$ cat config.mk
export PLATFORM = sky130hd
export DESIGN_NAME = writeback_unit
export DESIGN_NICKNAME = d
export VERILOG_FILES = /design/src/rtl/riscv_pkg.sv /design/src/rtl/wb_fifo.sv /design/src/rtl/writeback_unit.sv
export SDC_FILE = /design/constraint.sdc
export NUM_CORES = 1
export LEC_CHECK = 0
export ABC_AREA = 1
export ABC_CLOCK_PERIOD_IN_PS = 4900
export BUFFER_PORTS_ARGS = -buffer_cell sky130_fd_sc_hd__clkbuf_2
export CAP_MARGIN = 5
export CORE_MARGIN = 10
export CORE_UTILIZATION = 63
export CTS_BUF_LIST = sky130_fd_sc_hd__clkbuf_4
export DETAILED_ROUTE_END_ITERATION = 6
export PLACE_DENSITY = 0.88
export SLEW_MARGIN = 5
export SYNTH_ARGS = -nofsm -noshare
export SYNTH_HDL_FRONTEND = slang
export SYNTH_SLANG_ARGS = --single-unit
export TNS_END_PERCENT = 20
$ cat constraint.sdc
create_clock -name clock -period 4.9 [get_ports clock]
set_input_delay 0.98 -clock clock [delete_from_list [all_inputs] [get_ports clock]]
set_output_delay 0.98 -clock clock [all_outputs]
set_load 0.05 [all_outputs]
$ cat src/rtl/riscv_pkg.sv
// Shared register-file definitions used by the writeback path.
package riscv_pkg;

    localparam int REG_ADDR_W = 5;
    localparam int NUM_REGS   = 32;
    localparam int WORD_SIZE  = 32;

    // One buffered result: destination register plus its value.
    typedef struct packed {
        logic [REG_ADDR_W-1:0] rd;
        logic [WORD_SIZE-1:0]  data;
    } wb_entry_t;

endpackage

$ cat src/rtl/wb_fifo.sv
// Load-result buffer: power-of-two depth, head entry visible combinationally.
module wb_fifo
    import riscv_pkg::*;
#(
    parameter int DEPTH = 4
) (
    input  logic                     clock,
    input  logic                     reset_n,
    input  logic                     push,
    input  logic                     pop,
    input  wb_entry_t                push_entry,
    output wb_entry_t                head,
    output logic                     full,
    output logic                     empty,
    output logic [$clog2(DEPTH):0]   count
);

    localparam int PTR_W = $clog2(DEPTH);

    wb_entry_t        mem [DEPTH];
    logic [PTR_W-1:0] wr_ptr;
    logic [PTR_W-1:0] rd_ptr;

    // Storage needs no reset: pointers and count define what is valid.
    always_ff @(posedge clock) begin
        if (push) mem[wr_ptr] <= push_entry;
    end

    // Pointers wrap naturally because depth is a power of two.
    always_ff @(posedge clock or negedge reset_n) begin
        if (!reset_n) begin
            wr_ptr <= '0;
            rd_ptr <= '0;
            count  <= '0;
        end else begin
            if (push) wr_ptr <= wr_ptr + 1'b1;
            if (pop)  rd_ptr <= rd_ptr + 1'b1;
            case ({push, pop})
                2'b10:   count <= count + 1'b1;
                2'b01:   count <= count - 1'b1;
                default: count <= count;
            endcase
        end
    end

    assign head  = mem[rd_ptr];
    assign full  = (count == (PTR_W+1)'(DEPTH));
    assign empty = (count == '0);

endmodule

$ cat src/rtl/writeback_unit.sv
// Writeback arbiter: ALU results win the register-file write port, buffered
// loads drain in the gaps, and a busy scoreboard tracks in-flight destinations.
module writeback_unit
    import riscv_pkg::*;
#(
    parameter int WORD_SIZE   = 32,
    parameter int QUEUE_DEPTH = 4
) (
    input  logic                 clock,
    input  logic                 reset_n,
    input  logic                 issue_valid,
    input  logic [4:0]           issue_rd,
    input  logic                 alu_valid,
    input  logic [4:0]           alu_rd,
    input  logic [WORD_SIZE-1:0] alu_data,
    input  logic                 mem_valid,
    output logic                 mem_ready,
    input  logic [4:0]           mem_rd,
    input  logic [WORD_SIZE-1:0] mem_data,
    output logic                 rf_write_enable,
    output logic [4:0]           rf_write_addr,
    output logic [WORD_SIZE-1:0] rf_write_data,
    output logic [31:0]          busy_mask,
    output logic                 issue_conflict
);

    localparam int CNT_W = $clog2(QUEUE_DEPTH) + 1;

    wb_entry_t            push_entry;
    wb_entry_t            head;
    logic                 fifo_full;
    logic                 fifo_empty;
    logic [CNT_W-1:0]     fifo_count;
    logic                 push;
    logic                 pop;
    logic                 alu_win;

    logic                 sel_we;
    logic [4:0]           sel_addr;
    logic [WORD_SIZE-1:0] sel_data;

    logic [31:0]          set_mask;
    logic [31:0]          clr_mask;
    logic                 conflict_next;

    // Ready looks only at the registered count, so a full buffer stays
    // unready even in a cycle where it drains.
    assign mem_ready = reset_n && (fifo_count < CNT_W'(QUEUE_DEPTH));
    // Full is implied by ready; gating on it too means a bad ready path can
    // never overwrite an unread entry.
    assign push      = mem_valid && mem_ready && !fifo_full;

    assign push_entry.rd   = mem_rd;
    assign push_entry.data = mem_data;

    // An rd=0 ALU result is dropped and leaves the port free for the FIFO.
    assign alu_win = alu_valid && (alu_rd != '0);
    assign pop     = !alu_win && !fifo_empty;

    wb_fifo #(.DEPTH(QUEUE_DEPTH)) u_fifo (
        .clock      (clock),
        .reset_n    (reset_n),
        .push       (push),
        .pop        (pop),
        .push_entry (push_entry),
        .head       (head),
        .full       (fifo_full),
        .empty      (fifo_empty),
        .count      (fifo_count)
    );

    // Port selection; x0 loads still pop but never raise the write enable.
    always_comb begin
        sel_we   = 1'b0;
        sel_addr = rf_write_addr;
        sel_data = rf_write_data;
        if (alu_win) begin
            sel_we   = 1'b1;
            sel_addr = alu_rd;
            sel_data = alu_data;
        end else if (pop) begin
            sel_we   = (head.rd != '0);
            sel_addr = head.rd;
            sel_data = head.data;
        end
    end

    // Registered write port driving the register file directly.
    always_ff @(posedge clock or negedge reset_n) begin
        if (!reset_n) begin
            rf_write_enable <= 1'b0;
            rf_write_addr   <= '0;
            rf_write_data   <= '0;
        end else begin
            rf_write_enable <= sel_we;
            rf_write_addr   <= sel_addr;
            rf_write_data   <= sel_data;
        end
    end

    // A bit clears on the edge the file captures the write; a same-cycle
    // issue of that register counts as a fresh producer, not a WAW.
    always_comb begin
        set_mask      = '0;
        clr_mask      = '0;
        if (issue_valid && issue_rd != '0) set_mask = 32'd1 << issue_rd;
        if (rf_write_enable)               clr_mask = 32'd1 << rf_write_addr;
        conflict_next = issue_valid && (issue_rd != '0) &&
                        busy_mask[issue_rd] && !clr_mask[issue_rd];
    end

    // Scoreboard register: set wins over clear on the same bit.
    always_ff @(posedge clock or negedge reset_n) begin
        if (!reset_n) begin
            busy_mask      <= '0;
            issue_conflict <= 1'b0;
        end else begin
            busy_mask      <= (busy_mask & ~clr_mask) | set_mask;
            issue_conflict <= conflict_next;
        end
    end

endmodule

==> run_results.csv <==
group,metric,value,unit
min_path,hold_path_class,"flop to flop",
timing,fmax,332,MHz
cts,path_clk_slew,0.08,ns
place,portBuffers,155,
timing,hold_viol,0,
timing,finClkSkew,0.0510,ns
route,first_iter_violations,1069,
power,seq_power_share,38.5,%
power,p_comb_share,41.0,%
timing,report.final.slew_viol_count,0,
global_routing,grt_pass1_wl,39900,um
final_layout,final_common_cell,"nand2_1",
route,drt-total-wl,25900,um
die,core,15100,um2
timing,relSlewSlack,19.6,%
synthesis,synth.mux.area_fraction,0,%
die,io_pins,156,
route,drcViolationCount,0,
die,die_h,144,um
final_layout,final_cell_count_no_fill,1339,
die,rows,45,
synthesis,ys_seq_area_share,66.3,%
place,dpl_worst_slack,1.27,ns
power,ir_drop,0.461,mV
synthesis,synth-seq-cells,226,
final_layout,finalCoreUtilization,74.4,%
power,cellLeakagePower,4.66,nW
synthesis,synth_fa_ha_area_share,0.856,%
cts,cts_tree,"built",
die,fp.dieArea,20700,um2
global_routing,grt_pass1_vias,7844,
job,max-cap-violations,0,
cts,holdBufCountCts,0,
cts,cts_buffers,54,
synthesis,synth_compound_area_share,12.0,%
power,p_per_area,633,nW/um2
critical_path,startpoint_type,"input pin",
cts,cts-resized-gates,0,
cts,clock_latency,0.69,ns
cts,cts_setup_buffers,0,
place,gp_congestion,0.984,
cts,clockBufferDepth,3,
timing,fin_crit,3.02,ns
place,dp.cells,1237,
timing,setup_viol,0,
cts,clockRootBuffer,"clkbuf_4",
power,internal-power,3.81,mW
timing,tightestPinTransition,1.20,ns
critical_path,cp.required,5.43,ns
synthesis,synth_top_family_by_area,"simple AND/OR/NAND/NOR gates",
synthesis,synth-simple-area-share,16.3,%
synthesis,yosysUniqueCellTypes,29,
die,dieWidth,144,um
power,p_total,7.11,mW
final_layout,nNetsFinal,1195,
global_routing,antenna_found_initial,1,
die,initial_utilization,63.9,%
critical_path,crit_path_max_incr_delay,0.98,ns
critical_path,cp_max_fo,26,
place,dpl.hpwl,16500,um
global_routing,grt_usage,24.5,%
critical_path,worstPathCellList,"clkbuf_2 > nor2_1 > nand2_1 > nand2_1 > nand2_1 > clkinv_1 > nand2_1 > o21ai_0",
global_routing,gr-total-overflow,0,
timing,tns,0,ns
synthesis,synth_fp_nets,1021,
timing,rsz0062_at_grt,"false",
power,power_frac_clock,20.6,%
power,switching_share,46.4,%
final_layout,syn_to_final_growth,16.5,%
critical_path,cp_slowest_cell,"clkinv_1",
synthesis,synth_area,9640,um2
critical_path,end_kind,"flop",
outcome,run_status,"complete, no violations",
final_layout,final_cell_mix,"nand2_1 (202), clkbuf_2 (154), edfxtp_1 (148), o21ai_0 (120), nor2_1 (118)",
cts,h-tree-depth,2,
final_layout,drive_above_1_share,22.3,%
synthesis,yosysWarnings,0,
route,drtAntennaViolNets,0,
timing,period_share,61.6,%
route,first_pass_iters,6,
route,viasPerCell,5.96,
synthesis,synthXorXnorAreaFrac,0.363,%
synthesis,avgSynthCellArea,10.4,um2
timing,layout_setup_ws,1.88,ns
power,p_sw,3.30,mW
critical_path,cp.arrival,3.55,ns
cts,cts_sinks,226,
global_routing,grt_max_degree,79,
synthesis,syn_inst,931,
critical_path,cpMostUsedCell,"nand2_1",
critical_path,setup.worst_path.class,"input pin to flop",
route,vias,7980,
route,wl_per_cell,19.3,um
==> power by group through the flow <==
| stage | clock [mW] | sequential, mW | combinational, mW |
|---|---|---|---|
| floorplan | 0 | 3.64 | 1.18 |
| global placement | 0 | 2.75 | 2.80 |
| detailed placement | 0 | 2.76 | 2.88 |
| CTS | 1.47 | 2.73 | 2.89 |
| global route | 1.57 | 2.78 | 3.11 |
| finish | 1.46 | 2.74 | 2.91 |
==> worst max-delay path, delay by kind of cell <==
kind                   cells  cell delay [ns]
AND/OR/NAND/NOR            5             1.33
AO/OA/AOI/OAI              1             0.15
buffers and inverters      2             1.07
==> kinds of logic (layout without fill, tap and decap cells) <==
| family | after synthesis | after routing |
|---|---|---|
| flops | 226 | 226 |
| buf+inv | 97 | 316 |
| fa+ha+maj | 6 | 6 |
| simple gates | 390 | 390 |
| compound gates | 208 | 208 |
| other cells | 0 | 1 |
| xor+xnor | 4 | 4 |
==> flip-flops by register name (all words and copies together), names as in the netlist <==
signal,count
rf_write_addr,5
busy_mask,32
rf_write_enable,1
rf_write_data,32
u_fifo.wr_ptr,2
issue_conflict,1
u_fifo.count,3
u_fifo.rd_ptr,2
u_fifo.mem,148
==> final cells by class <==
class                   count  area (um2)
diodes                      1        2.50
well taps                 188         235
repair buffers            166         861
fillers                   985        3860
clock buffers              74         556
flip-flops and latches    226        6400
inverters                  49         184
clock inverters            27         118
multi-input cells         608        2880
==> worst paths after layout <==
kind	slack, ns	end	cells after the start	from
max	1.88	rf_write_data[1]	8	alu_rd[0]
min	0.49	rf_write_data[30]	2	rf_write_data[30]
max reg2reg	2.26	issue_conflict	13	rf_write_enable
min reg2reg	0.49	rf_write_data[30]	2	rf_write_data[30]
max in group asynchronous	3.62	u_fifo.rd_ptr[0]	2	reset_n
min in group asynchronous	0.58	rf_write_data[5]	2	reset_n
==> synthesized netlist by cell type <==
cell type	instances	area (um2)
nor2_1	122	458
nand2_2	1	6.26
fa_1	1	20.0
edfxtp_1	148	4440
nand2_1	202	758
o211ai_1	1	7.51
inv_2	1	3.75
a22oi_1	5	37.5
xnor2_1	2	17.5
nand4_1	10	62.6
o31ai_1	2	15.0
o221ai_1	4	35.0
inv_1	43	161
o21ai_0	120	601
xor2_1	2	17.5
ha_1	5	62.6
o41ai_1	1	8.76
nor3_1	6	30.0
clkbuf_1	26	97.6
dfrtp_1	78	1950
nand3_1	48	240
clkinv_1	5	18.8
a21oi_1	37	185
o22ai_1	25	156
buf_4	3	22.5
o22a_1	4	35.0
buf_2	19	95.1
o311ai_0	9	78.8
nor3_4	1	16.3
==> per-layer routing <==
metal	share of wire, %	global-route usage, %	up-vias
met2	49	40.0	561
met3	11	7.23	77
met5	0	0	-
li1	-	-	3625
met4	2.8	9.83	0
met1	37	29.9	3717
==> metrics by stage <==
stage	hold slack [ns]	instance area [um2]
4_1_cts	0.477	11200
2_1_floorplan	0.520	9640
6_report	0.488	11200
3_5_place_dp	0.474	10600
3_3_place_gp	0.466	10600
5_1_grt	0.473	11200
No activity file was read; power rests on OpenSTA's default activity.
